<file path="src/rtl/ahbl_pkg.sv">
// ahbl_pkg: shared AHB-Lite encodings, data-phase state codes and byte-lane decode
package ahbl_pkg;

    localparam logic [1:0] HTRANS_IDLE = 2'b00;
    localparam logic [1:0] HTRANS_BUSY = 2'b01;
    localparam logic [1:0] HTRANS_NSEQ = 2'b10;
    localparam logic [1:0] HTRANS_SEQ  = 2'b11;

    localparam logic [2:0] HSIZE_BYTE = 3'd0;
    localparam logic [2:0] HSIZE_HALF = 3'd1;
    localparam logic [2:0] HSIZE_WORD = 3'd2;

    localparam logic [2:0] S_IDLE   = 3'd0;
    localparam logic [2:0] S_READ   = 3'd1;
    localparam logic [2:0] S_WRITE  = 3'd2;
    localparam logic [2:0] S_WSTALL = 3'd3;
    localparam logic [2:0] S_ERR1   = 3'd4;
    localparam logic [2:0] S_ERR2   = 3'd5;

    function automatic logic [3:0] byte_en(input logic [2:0] size, input logic [1:0] lane);
        return size == HSIZE_BYTE ? 4'b0001 << lane :
               size == HSIZE_HALF ? (lane[1] ? 4'b1100 : 4'b0011) : 4'b1111;
    endfunction

endpackage

</file>
<file path="src/rtl/ahbl_excl_monitor.sv">
// ahbl_excl_monitor: one reservation (valid + word address) per master ID
module ahbl_excl_monitor #(
    parameter int N_MASTERS = 2,
    parameter int AW        = 10
) (
    input  logic          clk,
    input  logic          rst_n,
    input  logic          set_en,
    input  logic [7:0]    set_master,
    input  logic [AW-1:0] set_addr,
    input  logic [7:0]    chk_master,
    input  logic [AW-1:0] chk_addr,
    input  logic          clr_en,
    input  logic [AW-1:0] clr_addr,
    output logic          match
);

    logic [N_MASTERS-1:0] valid_q, valid_d;
    logic [AW-1:0]        addr_q [N_MASTERS];
    logic [AW-1:0]        addr_d [N_MASTERS];

    // Drop reservations hit by a performed write, record new ones, look up the checker's entry
    always_comb begin
        valid_d = valid_q;
        addr_d  = addr_q;
        match   = 1'b0;
        for (int i = 0; i < N_MASTERS; i++) begin
            if (clr_en && valid_q[i] && addr_q[i] == clr_addr) valid_d[i] = 1'b0;
            if (set_en && set_master == 8'(i)) begin
                valid_d[i] = 1'b1;
                addr_d[i]  = set_addr;
            end
            if (chk_master == 8'(i) && valid_q[i] && addr_q[i] == chk_addr) match = 1'b1;
        end
    end

    // Reservation table; reset invalidates every entry
    always_ff @(posedge clk or negedge rst_n) begin
        if (!rst_n) begin
            valid_q <= '0;
            addr_q  <= '{default: '0};
        end else begin
            valid_q <= valid_d;
            addr_q  <= addr_d;
        end
    end

endmodule

</file>
<file path="src/rtl/ahbl_sram_excl.sv">
// ahbl_sram_excl: zero-wait AHB-Lite SRAM responder with an exclusive-access monitor
module ahbl_sram_excl
    import ahbl_pkg::*;
#(
    parameter int W_ADDR    = 32,
    parameter int W_DATA    = 32,
    parameter int DEPTH     = 1024,
    parameter int N_MASTERS = 2
) (
    input  logic                       clk,
    input  logic                       rst_n,
    input  logic                       ahbls_hready,
    output logic                       ahbls_hready_resp,
    output logic                       ahbls_hresp,
    input  logic [W_ADDR-1:0]          ahbls_haddr,
    input  logic                       ahbls_hwrite,
    input  logic [1:0]                 ahbls_htrans,
    input  logic [2:0]                 ahbls_hsize,
    input  logic [2:0]                 ahbls_hburst,
    input  logic [3:0]                 ahbls_hprot,
    input  logic                       ahbls_hmastlock,
    input  logic [W_DATA-1:0]          ahbls_hwdata,
    output logic [W_DATA-1:0]          ahbls_hrdata,
    input  logic                       ahbls_hexcl,
    input  logic [7:0]                 ahbls_hmaster,
    output logic                       ahbls_hexokay,
    output logic [$clog2(DEPTH)-1:0]   sram_addr,
    output logic                       sram_cs,
    output logic                       sram_we,
    output logic [W_DATA/8-1:0]        sram_wbe,
    output logic [W_DATA-1:0]          sram_wdata,
    input  logic [W_DATA-1:0]          sram_rdata
);

    localparam int AW = $clog2(DEPTH);

    logic [2:0]    state_q, state_d;
    logic [AW-1:0] addr_q, addr_d;
    logic [3:0]    wbe_q, wbe_d;
    logic          excl_q, excl_d;
    logic [7:0]    master_q, master_d;
    logic          wr_ok_q, wr_ok_d;
    logic          stall, acc, err, do_write, set_en, match;
    logic          unused_ok;

    assign unused_ok = ^{ahbls_hburst, ahbls_hprot, ahbls_hmastlock};

    // Address-phase decode, data-phase sequencing and bus/SRAM output drive
    always_comb begin
        stall    = state_q == S_WRITE && ahbls_htrans[1] && !ahbls_hwrite;
        acc      = ahbls_hready && ahbls_htrans[1] && !stall && state_q != S_ERR1;
        err      = ahbls_hsize > HSIZE_WORD
                   || (ahbls_hsize == HSIZE_HALF && ahbls_haddr[0])
                   || (ahbls_hsize == HSIZE_WORD && |ahbls_haddr[1:0])
                   || |ahbls_haddr[W_ADDR-1:AW+2];
        do_write = state_q == S_WRITE && (!excl_q || match);
        set_en   = acc && !err && !ahbls_hwrite && ahbls_hexcl;
        state_d  = state_q == S_ERR1 ? S_ERR2 :
                   stall             ? S_WSTALL :
                   !acc              ? S_IDLE :
                   err               ? S_ERR1 :
                   ahbls_hwrite      ? S_WRITE : S_READ;
        addr_d   = acc ? ahbls_haddr[AW+1:2] : addr_q;
        wbe_d    = acc ? byte_en(ahbls_hsize, ahbls_haddr[1:0]) : wbe_q;
        excl_d   = acc ? ahbls_hexcl && (ahbls_hwrite || int'(ahbls_hmaster) < N_MASTERS) : excl_q;
        master_d = acc ? ahbls_hmaster : master_q;
        wr_ok_d  = state_q == S_WRITE && excl_q && match;
        ahbls_hready_resp = !(state_q == S_ERR1 || stall);
        ahbls_hresp       = state_q == S_ERR1 || state_q == S_ERR2;
        ahbls_hexokay     = (excl_q && (state_q == S_READ || (state_q == S_WRITE && match)))
                            || (state_q == S_WSTALL && wr_ok_q);
        ahbls_hrdata      = sram_rdata;
        sram_cs           = rst_n && (do_write || (acc && !err && !ahbls_hwrite));
        sram_we           = do_write;
        sram_addr         = state_q == S_WRITE ? addr_q : ahbls_haddr[AW+1:2];
        sram_wbe          = wbe_q;
        sram_wdata        = ahbls_hwdata;
    end

    // Data-phase registers; reset aborts any transfer in flight
    always_ff @(posedge clk or negedge rst_n) begin
        if (!rst_n) begin
            state_q  <= S_IDLE;
            addr_q   <= '0;
            wbe_q    <= '0;
            excl_q   <= 1'b0;
            master_q <= '0;
            wr_ok_q  <= 1'b0;
        end else begin
            state_q  <= state_d;
            addr_q   <= addr_d;
            wbe_q    <= wbe_d;
            excl_q   <= excl_d;
            master_q <= master_d;
            wr_ok_q  <= wr_ok_d;
        end
    end

    ahbl_excl_monitor #(.N_MASTERS(N_MASTERS), .AW(AW)) u_mon (
        .clk        (clk),
        .rst_n      (rst_n),
        .set_en     (set_en),
        .set_master (ahbls_hmaster),
        .set_addr   (ahbls_haddr[AW+1:2]),
        .chk_master (master_q),
        .chk_addr   (addr_q),
        .clr_en     (do_write),
        .clr_addr   (addr_q),
        .match      (match)
    );

endmodule

</file>
<file path="config.mk">
export PLATFORM = sky130hd
export DESIGN_NAME = ahbl_sram_excl
export DESIGN_NICKNAME = d
export VERILOG_FILES = /design/src/rtl/ahbl_pkg.sv /design/src/rtl/ahbl_excl_monitor.sv /design/src/rtl/ahbl_sram_excl.sv
export SDC_FILE = /design/constraint.sdc
export NUM_CORES = 1
export LEC_CHECK = 0
export ABC_CLOCK_PERIOD_IN_PS = 3650
export CAP_MARGIN = 0
export CORE_ASPECT_RATIO = 2
export CORE_MARGIN = 3
export CORE_UTILIZATION = 25
export DETAILED_ROUTE_END_ITERATION = 8
export PLACE_DENSITY = 0.66
export SYNTH_ARGS = -nofsm -noshare
export SYNTH_HDL_FRONTEND = slang
export SYNTH_HIERARCHICAL = 1
export SYNTH_SLANG_ARGS = --single-unit
</file>
<file path="constraint.sdc">
create_clock -name clk -period 3.65 [get_ports clk]
set_input_delay 0.9125 -clock clk [delete_from_list [all_inputs] [get_ports clk]]
set_output_delay 0.9125 -clock clk [all_outputs]
set_load 0.02 [all_outputs]
</file>
[Word level (Yosys, flattened, before mapping)]
Cells that the tools add are included.
Word-level totals
  bits of input ports: 122
  word-level logic and storage cells: 90
  output and inout bits: 83
  flip-flop bits (word level): 49
Cells by class
  magnitude comparators: 2
  equality and inequality tests: 12
  reductions and logical operators: 50
  multiplexer cells: 15
  shift-type cells: 1
Operators by type and width (count)
  $logic_and 1x1->1: 28
  $eq 10x10->1: 2
  $reduce_or 20->1: 1
  $eq 8x1->1 const B: 2
  $logic_not 8->1: 2
  $mux 3: 4
  $mux 4: 3
  $logic_or 1x1->1: 10
  $mux 10: 1
  $eq 3x2->1 const B: 3
  $lt 8x2->1 const B: 1
  $eq 3x1->1 const B: 2
  $eq 3x3->1 const B: 2
  $mux 1: 6
  $logic_not 1->1: 5
  $reduce_bool 2->1: 2
  $shl 1x2->4 const A: 1
  $gt 3x2->1 const B: 1
  $logic_not 3->1: 1
  $ne 3x3->1 const B: 1
  $mux 2: 1
  $reduce_or 2->1: 1

[Logic depth before layout (Yosys ltp)]
Gate-level depths: netlist (run 1).
  word-level depth: 11
  mapped depth: 9

[Hierarchy]
Netlist (run 1), hierarchy kept.
By module, submodules not included
  ahbl_sram_excl: area each 1850.5 µm², instances 1, cells each 180, sequential area each 675.6 µm²
  ahbl_excl_monitor: area each 1386.3 µm², instances 1, cells each 112, sequential area each 550.5 µm²

[Least setup slack after synthesis (run 1)]
No wires, ideal clock.
  path kind: reg2out
  start point: register, netlist name addr_q[9]
  end point: output sram_cs
  arrival: 2.157 ns
  stages on the path, launching flop included: 8
  buffers on the path: 0
  setup slack: 0.581 ns
  cell sequence: dfrtp_1 xor2_1 nor4_1 nand3_1 a21oi_1 inv_1 a21boi_0 o21a_1
RTL lines
  end: declaration: RTL line ahbl_sram_excl.sv:28  | output logic sram_cs,

[Worst setup path after layout (run 1)]
  start point: input ahbls_hwrite
  end point: output ahbls_hready_resp
Between the ends
  word-level cells in the longest chain between the ends: 4
RTL lines
  start: declaration: RTL line ahbl_sram_excl.sv:16  | input logic ahbls_hwrite,
  $logic_not 1->1: RTL line ahbl_sram_excl.sv:50  | stall = state_q == S_WRITE && ahbls_htrans[1] && !ahbls_hwrite;
  $logic_and 1x1->1: RTL line ahbl_sram_excl.sv:50
  $logic_or 1x1->1: RTL line ahbl_sram_excl.sv:68  | ahbls_hready_resp = !(state_q == S_ERR1 || stall);
  $logic_not 1->1: RTL line ahbl_sram_excl.sv:68
  end: declaration: RTL line ahbl_sram_excl.sv:13  | output logic ahbls_hready_resp,
No other way between the ends.

==> results.cfg, run 1 <==
[run_status]
status = finished clean

[power_and_ir_drop]
p_leak_uw = 0.001682
totalPowerFinal_uw = 2157
vdd_ir_drop_max_mv = 0.2748
powerDensity_nw_per_um2 = 545.8

[detailed_routing]
wl_per_cell_um = 20.24
postRouteAntennaNets = 0
first_iter_violations = 40
vias_per_cell = 4.640
post-route-drc-count = 0
drtPass1Iterations = 4
num_vias = 2176
totalWireLength_um = 9493

[timing]
max_slew.worst_pin.slew_ns = 0.6421
finalHoldViolCount = 0
slew_violations = 0
setup_violations = 0
grt_setup_unrepaired = false
fin_crit_ns = 3.444
min_period_over_period_pct = 94.35
fin_skew_ns = 0.002373
slew_headroom_pct = 57.19
fmax_mhz = 290.4
fin_setup_tns_ns = 0

[synthesis]
syn_avg_cell_area_um2 = 11.09
synth_nets = 414
yosysTopAreaCell = dfrtp_1
syn-instance-count = 292
yosys-top-cells-area = dfrtp_1 (38%), buf_4 (15%), mux2_2 (14%)
synth_flop_cell = dfrtp_1
syn_area_um2 = 3237
yosysWarnings = 6
yosysTopAreaCellShare_pct = 37.88
synth_edf_count = 0
yosysSeqAreaShare_pct = 37.88
synth_cell_type_count = 40
synth_seq_cells = 49
async_flop_share_pct = 100.0

[placement]
portBuffers = 67
dp_hpwl_um = 7881
gp_congestion = 0.8325

[floorplan]
chipWidth_um = 86.46
die_h_um = 166.9
ios = 205
dieArea_um2 = 14430
core_um2 = 12630
rows = 58
initial_utilization_pct = 25.63

[clock_network]
numCtsBuffers = 5
htreeDepth = 2
path_clk_slew_ns = 0.06
cts_buffer_depth = 2
cts_setup_buffers = 0
clock_latency_ns = 0.29
clock-root-buffer = clkbuf_16
ctsHoldBuffers = 0
clock-sinks = 49
cts_tree = built

[grt]
use_met1_pct = 10.83
grtUsageMet3_pct = 6.139
grt_pass1_wl_um = 13990
grt_overflow = 0
grt_max_degree = 50
grt_use_met2_pct = 23.02
grt_antenna_before_repair = 0
grt_usage_pct = 13.27
grt.busiest_layer = met2
grt_pass1_vias = 2385

[flow_run]
max-cap-violations = 0

[worst_setup_path]
cp-start-kind = input port
crit_fanout = 2
criticalPathCategory = input port to output pin
timing.critical_path.to_type = output pin
cp.required_ns = 2.74
worstPathArrival_ns = 2.53

[cells_and_area]
drive_gt1_share_pct = 28.53
final_nets = 440
multi_input_area_um2 = 1494
register_area_um2 = 1226
nFillCells = 1322
diodes = 0
syn_to_final_growth_pct = 22.07

[hold_path]
hp-class = flip-flop to flip-flop
[worst max-delay path, stage by stage]
cell	delay [ns]
clkdlybuf4s50_1	0.44
or3b_4	0.39
buf_4	0.14
o21ai_0	0.24
nand2_1	0.08
dlygate4sd2_1	0.32
[layer usage]
layer / vias to the layer above / share of wire, %
li1: 1012 / -
met3: 61 / 13
met4: 0 / 8.6
met2: 71 / 51
met5: - / 0
met1: 1032 / 28
[kinds of logic (layout without fill, tap and decap cells)]
group / after synthesis / in the layout / synth area share [%]
flip-flops: 49 / 49 / 37.88
buffers and inverters: 74 / 101 / 16.85
AND/OR/NAND/NOR: 55 / 55 / 10.90
XOR/XNOR: 40 / 40 / 10.82
AO/OA/AOI/OAI: 26 / 26 / 5.798
multiplexers: 48 / 48 / 17.74
[final cells by class]
class                      count  area share [%]
multi-input combinational    169           37.81
clock inverter                 3           1.742
timing repair buffer          88           21.03
sequential                    49           31.03
tap                          150           4.750
clock buffer                   5           3.167
inverter                       5          0.4750
[per-stage QoR]
stage | cells | setup slack [ns] | hold WS (ns) | util [%] | instance area (µm²)
after detailed placement | 461 | -0.3864 | 0.4958 | 29.57 | 3734
after floorplan | 292 | 0.5808 | 0.4614 | - | 3237
after CTS | 469 | 0.003227 | 0.5107 | 31.14 | 3933
after global routing | 469 | 0.09886 | 0.5342 | 31.29 | 3951
final | 469 | 0.2064 | 0.5060 | 31.29 | 3951
after global placement | 461 | -0.4234 | 0.4795 | 29.57 | 3734
[cell usage in the layout (no fill, tap or decap), types with 5 or more instances in the layout]
master / netlist / routed
nand4_1: 5 / 5
dfrtp_1: 49 / 49
clkdlybuf4s50_1: 0 / 62
mux2_4: 9 / 9
nor2_1: 6 / 6
xor2_1: 20 / 20
nor4_1: 11 / 7
nor3_1: 6 / 6
inv_1: 5 / 5
buf_4: 65 / 20
clkbuf_16: 0 / 5
nand2_1: 10 / 10
mux2_2: 39 / 39
xnor2_1: 20 / 20
[where the power goes]
group          internal, µW  switching, µW  total, µW
Sequential              675            165        841
Clock                   395            200        594
Combinational           393            329        722
Total                  1460            694       2160
[flip-flops by register name, indices dropped and copies added (netlist names)]
name and count:
u_mon/addr_q 20, addr_q 10, master_q 8, state_q 3, u_mon/valid_q 2, wr_ok_q 1
excl_q 1, sram_wbe 4
[what timing repair did]
action,CTS,global route
pin swaps,1,3
resized for setup,6,6
endpoints found under the setup margin,3,2
[cell usage after synthesis (2+ instances only)]
cell	count
nand2_1	10
dfrtp_1	49
xnor2_1	20
o31ai_1	2
o21a_1	3
a211oi_1	2
o211ai_1	3
o21ai_0	3
nor4_1	11
buf_6	3
a21oi_1	4
nand3_1	4
mux2_2	39
inv_1	5
nor3_1	6
nand4_1	5
mux2_4	9
nor2_1	6
buf_4	65
nand2b_1	2
a31oi_1	2
xor2_1	20
and3_1	2
[path summary, 6_finish.rpt]
kind,startpoint,endpoint,slack [ns],depth (start not counted)
max,ahbls_hwrite,ahbls_hready_resp,0.21,6
min,u_mon/valid_q[0]$_DFFE_PN0P_,u_mon/valid_q[0]$_DFFE_PN0P_,0.51,2
max reg2reg,state_q[1]$_DFF_PN0_,u_mon/addr_q[12]$_DFFE_PN0P_,1.37,8
min reg2reg,u_mon/valid_q[0]$_DFFE_PN0P_,u_mon/valid_q[0]$_DFFE_PN0P_,0.51,2
max in group asynchronous,rst_n,addr_q[6]$_DFFE_PN0N_,2.39,2
min in group asynchronous,rst_n,u_mon/addr_q[13]$_DFFE_PN0P_,0.82,2
(Power assumes the default switching activity.)
==> run 2: changes to the inputs <==
--- a/config.mk
+++ b/config.mk
@@ -5,11 +5,12 @@
 export SDC_FILE = /design/constraint.sdc
 export NUM_CORES = 1
 export LEC_CHECK = 0
-export ABC_CLOCK_PERIOD_IN_PS = 3650
+export ABC_CLOCK_PERIOD_IN_PS = 4200
 export CAP_MARGIN = 0
 export CORE_ASPECT_RATIO = 2
 export CORE_MARGIN = 3
 export CORE_UTILIZATION = 25
+export CTS_CLUSTER_SIZE = 24
 export DETAILED_ROUTE_END_ITERATION = 8
 export PLACE_DENSITY = 0.66
 export SYNTH_ARGS = -nofsm -noshare
==> constraint.sdc (replaced) <==
create_clock -name clk -period 4.2 [get_ports clk]
set_input_delay 1.05 -clock clk [delete_from_list [all_inputs] [get_ports clk]]
set_output_delay 1.05 -clock clk [all_outputs]
set_load 0.02 [all_outputs]
==> run 2 against run 1 <==
Effect of this change:
- total power shrank 21%
- global-route usage decreased by 0.061 points
- critical path type unchanged
- worst hold slack got worse by 0.012 ns
- flip-flop and latch count is the same
- largest power group unchanged
- via count up 0.41%
==> results.cfg, run 2 (synthesis results as in run 1) <==
[timing]
max_slew.worst_pin.slew_ns = 0.6376
min_period_over_period_pct = 96.33
grt_setup_unrepaired = false
slew_violations = 0
fmax_mhz = 247.2
fin_setup_tns_ns = 0
setup_violations = 0
fin_crit_ns = 4.046
worst_slack_ns = 0.1542
finalHoldViolCount = 0
slew_headroom_pct = 57.50
fin_skew_ns = 0.007253

[grt]
grt_overflow = 0
grt_pass1_wl_um = 13970
grt_usage_pct = 13.21
grt_pass1_vias = 2359
grt_max_degree = 50
grt_antenna_before_repair = 1

[hold_path]
hp-start = sram_wbe[0]$_DFFE_PN0N_
hold_end = sram_wbe[0]$_DFFE_PN0N_
hold_depth = 1
hp-class = flip-flop to flip-flop

[detailed_routing]
first_iter_violations = 64
post-route-drc-count = 0
postRouteAntennaNets = 0
totalWireLength_um = 9446
vias_per_cell = 4.729
drtPass1Iterations = 3
wl_per_cell_um = 20.45
num_vias = 2185

[worst_setup_path]
reg2reg_to = u_mon/valid_q[0]$_DFFE_PN0P_
r2r_start = addr_q[4]$_DFFE_PN0N_
criticalPathCategory = input port to output pin
cp.required_ns = 3.15
timing.critical_path.to_type = output pin
crit_fanout = 2
worstPathArrival_ns = 3.00
ff2ff_setup_slack_ns = 1.76
r2r_cells = 10
cp-start-kind = input port

[floorplan]
ios = 205
chipWidth_um = 86.46
rows = 58
dieArea_um2 = 14430
core_um2 = 12630
die_h_um = 166.9
initial_utilization_pct = 25.63

[flow_run]
max-cap-violations = 0

[placement]
placed_cell_area_um2 = 3674
gp_congestion = 0.8310
portBuffers = 67
dpl.cell_count = 453
dp_hpwl_um = 7778
dp_slack_ns = -0.2060

[clock_network]
ctsHoldBuffers = 0
cts_buffer_depth = 2
clock-sinks = 49
clock-root-buffer = clkbuf_16
numCtsBuffers = 5
htreeDepth = 2
cts_setup_buffers = 0
postCtsResizedCells = 2
path_clk_slew_ns = 0.06
clock_latency_ns = 0.29
cts_tree = built

[power_and_ir_drop]
vdd_ir_drop_max_mv = 0.1948
powerDensity_nw_per_um2 = 446.5
p_leak_uw = 0.001599

[cells_and_area]
top_register = u_mon/addr_q
largestRegisters = u_mon/addr_q: 20 flops, addr_q: 10 flops, master_q: 8 flops
final_nets = 432
fin_cells = 462
mostFrequentLayoutCell = clkdlybuf4s50_1
drive_gt1_share_pct = 24.76
syn_to_final_growth_pct = 18.01
layout_common_cells = clkdlybuf4s50_1 (65), dfrtp_1 (49), mux2_2 (39), xor2_1 (20), xnor2_1 (20)
final_area_um2 = 3820
largest_reg_flops = 20

[run_status]
status = finished clean
-- run 2: cell types whose count changed in the layout (fill, tap and decap cells not counted), sizes merged --
cell | before | now
clkbuf | 5 | 6
bufinv | 2 | 0
buf | 23 | 14
diode | 0 | 1
clkdlybuf4s50 | 62 | 65
inv | 6 | 5
dlymetal6s2s | 1 | 0
clkinv | 0 | 2
dlygate4sd2 | 2 | 1
-- run 2: routing by layer --
layer	vias up	GRT usage (%)	wire length, µm
met1	1038	11.44	2696
li1	994	-	-
met3	73	5.842	1186
met5	-	0	0
met2	80	21.68	4604
met4	0	12.42	960
-- run 2: stage by stage --
stage / util (%) / total power, µW / hold WS (ns)
floorplan: - / 1183 / 0.4614
global placement: 29.09 / 1312 / 0.4782
detailed placement: 29.09 / 1331 / 0.4870
CTS: 30.23 / 1729 / 0.5023
global route: 30.25 / 1810 / 0.5222
finish: 30.25 / 1706 / 0.4944
-- run 2: worst max path at each step --
stage | startpoint | end | depth (start not counted)
5_1_grt | ahbls_hsize[2] | sram_cs | 8
3_3_place_gp | ahbls_hsize[2] | sram_cs | 8
3_5_place_dp | ahbls_hsize[2] | sram_cs | 8
4_1_cts | ahbls_hsize[2] | sram_cs | 8
6_report | ahbls_hsize[2] | sram_cs | 8
2_1_floorplan | addr_q[9]$_DFFE_PN0N_ | sram_cs | 7
-- run 2: area by class of cell --
cell class / count / area [µm²]
Clock inverter: 2 / 10.01
Antenna cell: 1 / 2.502
Clock buffer: 6 / 128.9
Inverter: 5 / 18.77
Fill cell: 1330 / 8807
Sequential cell: 49 / 1226
Tap cell: 150 / 187.7
Multi-Input combinational cell: 169 / 1471
Timing Repair Buffer: 80 / 774.5
-- run 2: report_power, final --
| part | leakage [µW] | switching (µW) | internal (µW) |
|---|---|---|---|
| registers | 0.000613 | 161 | 586 |
| clock network | 0.0000706 | 171 | 219 |
| logic | 0.000916 | 247 | 322 |
-- run 2: worst max-delay path, cell delays in order --
cell and delay (ns):
clkdlybuf4s50_1 0.43, nor4_1 0.28, buf_4 0.16, nand4_1 0.14, nor4_2 0.32, buf_4 0.16
o21a_1 0.13, dlygate4sd2_1 0.33
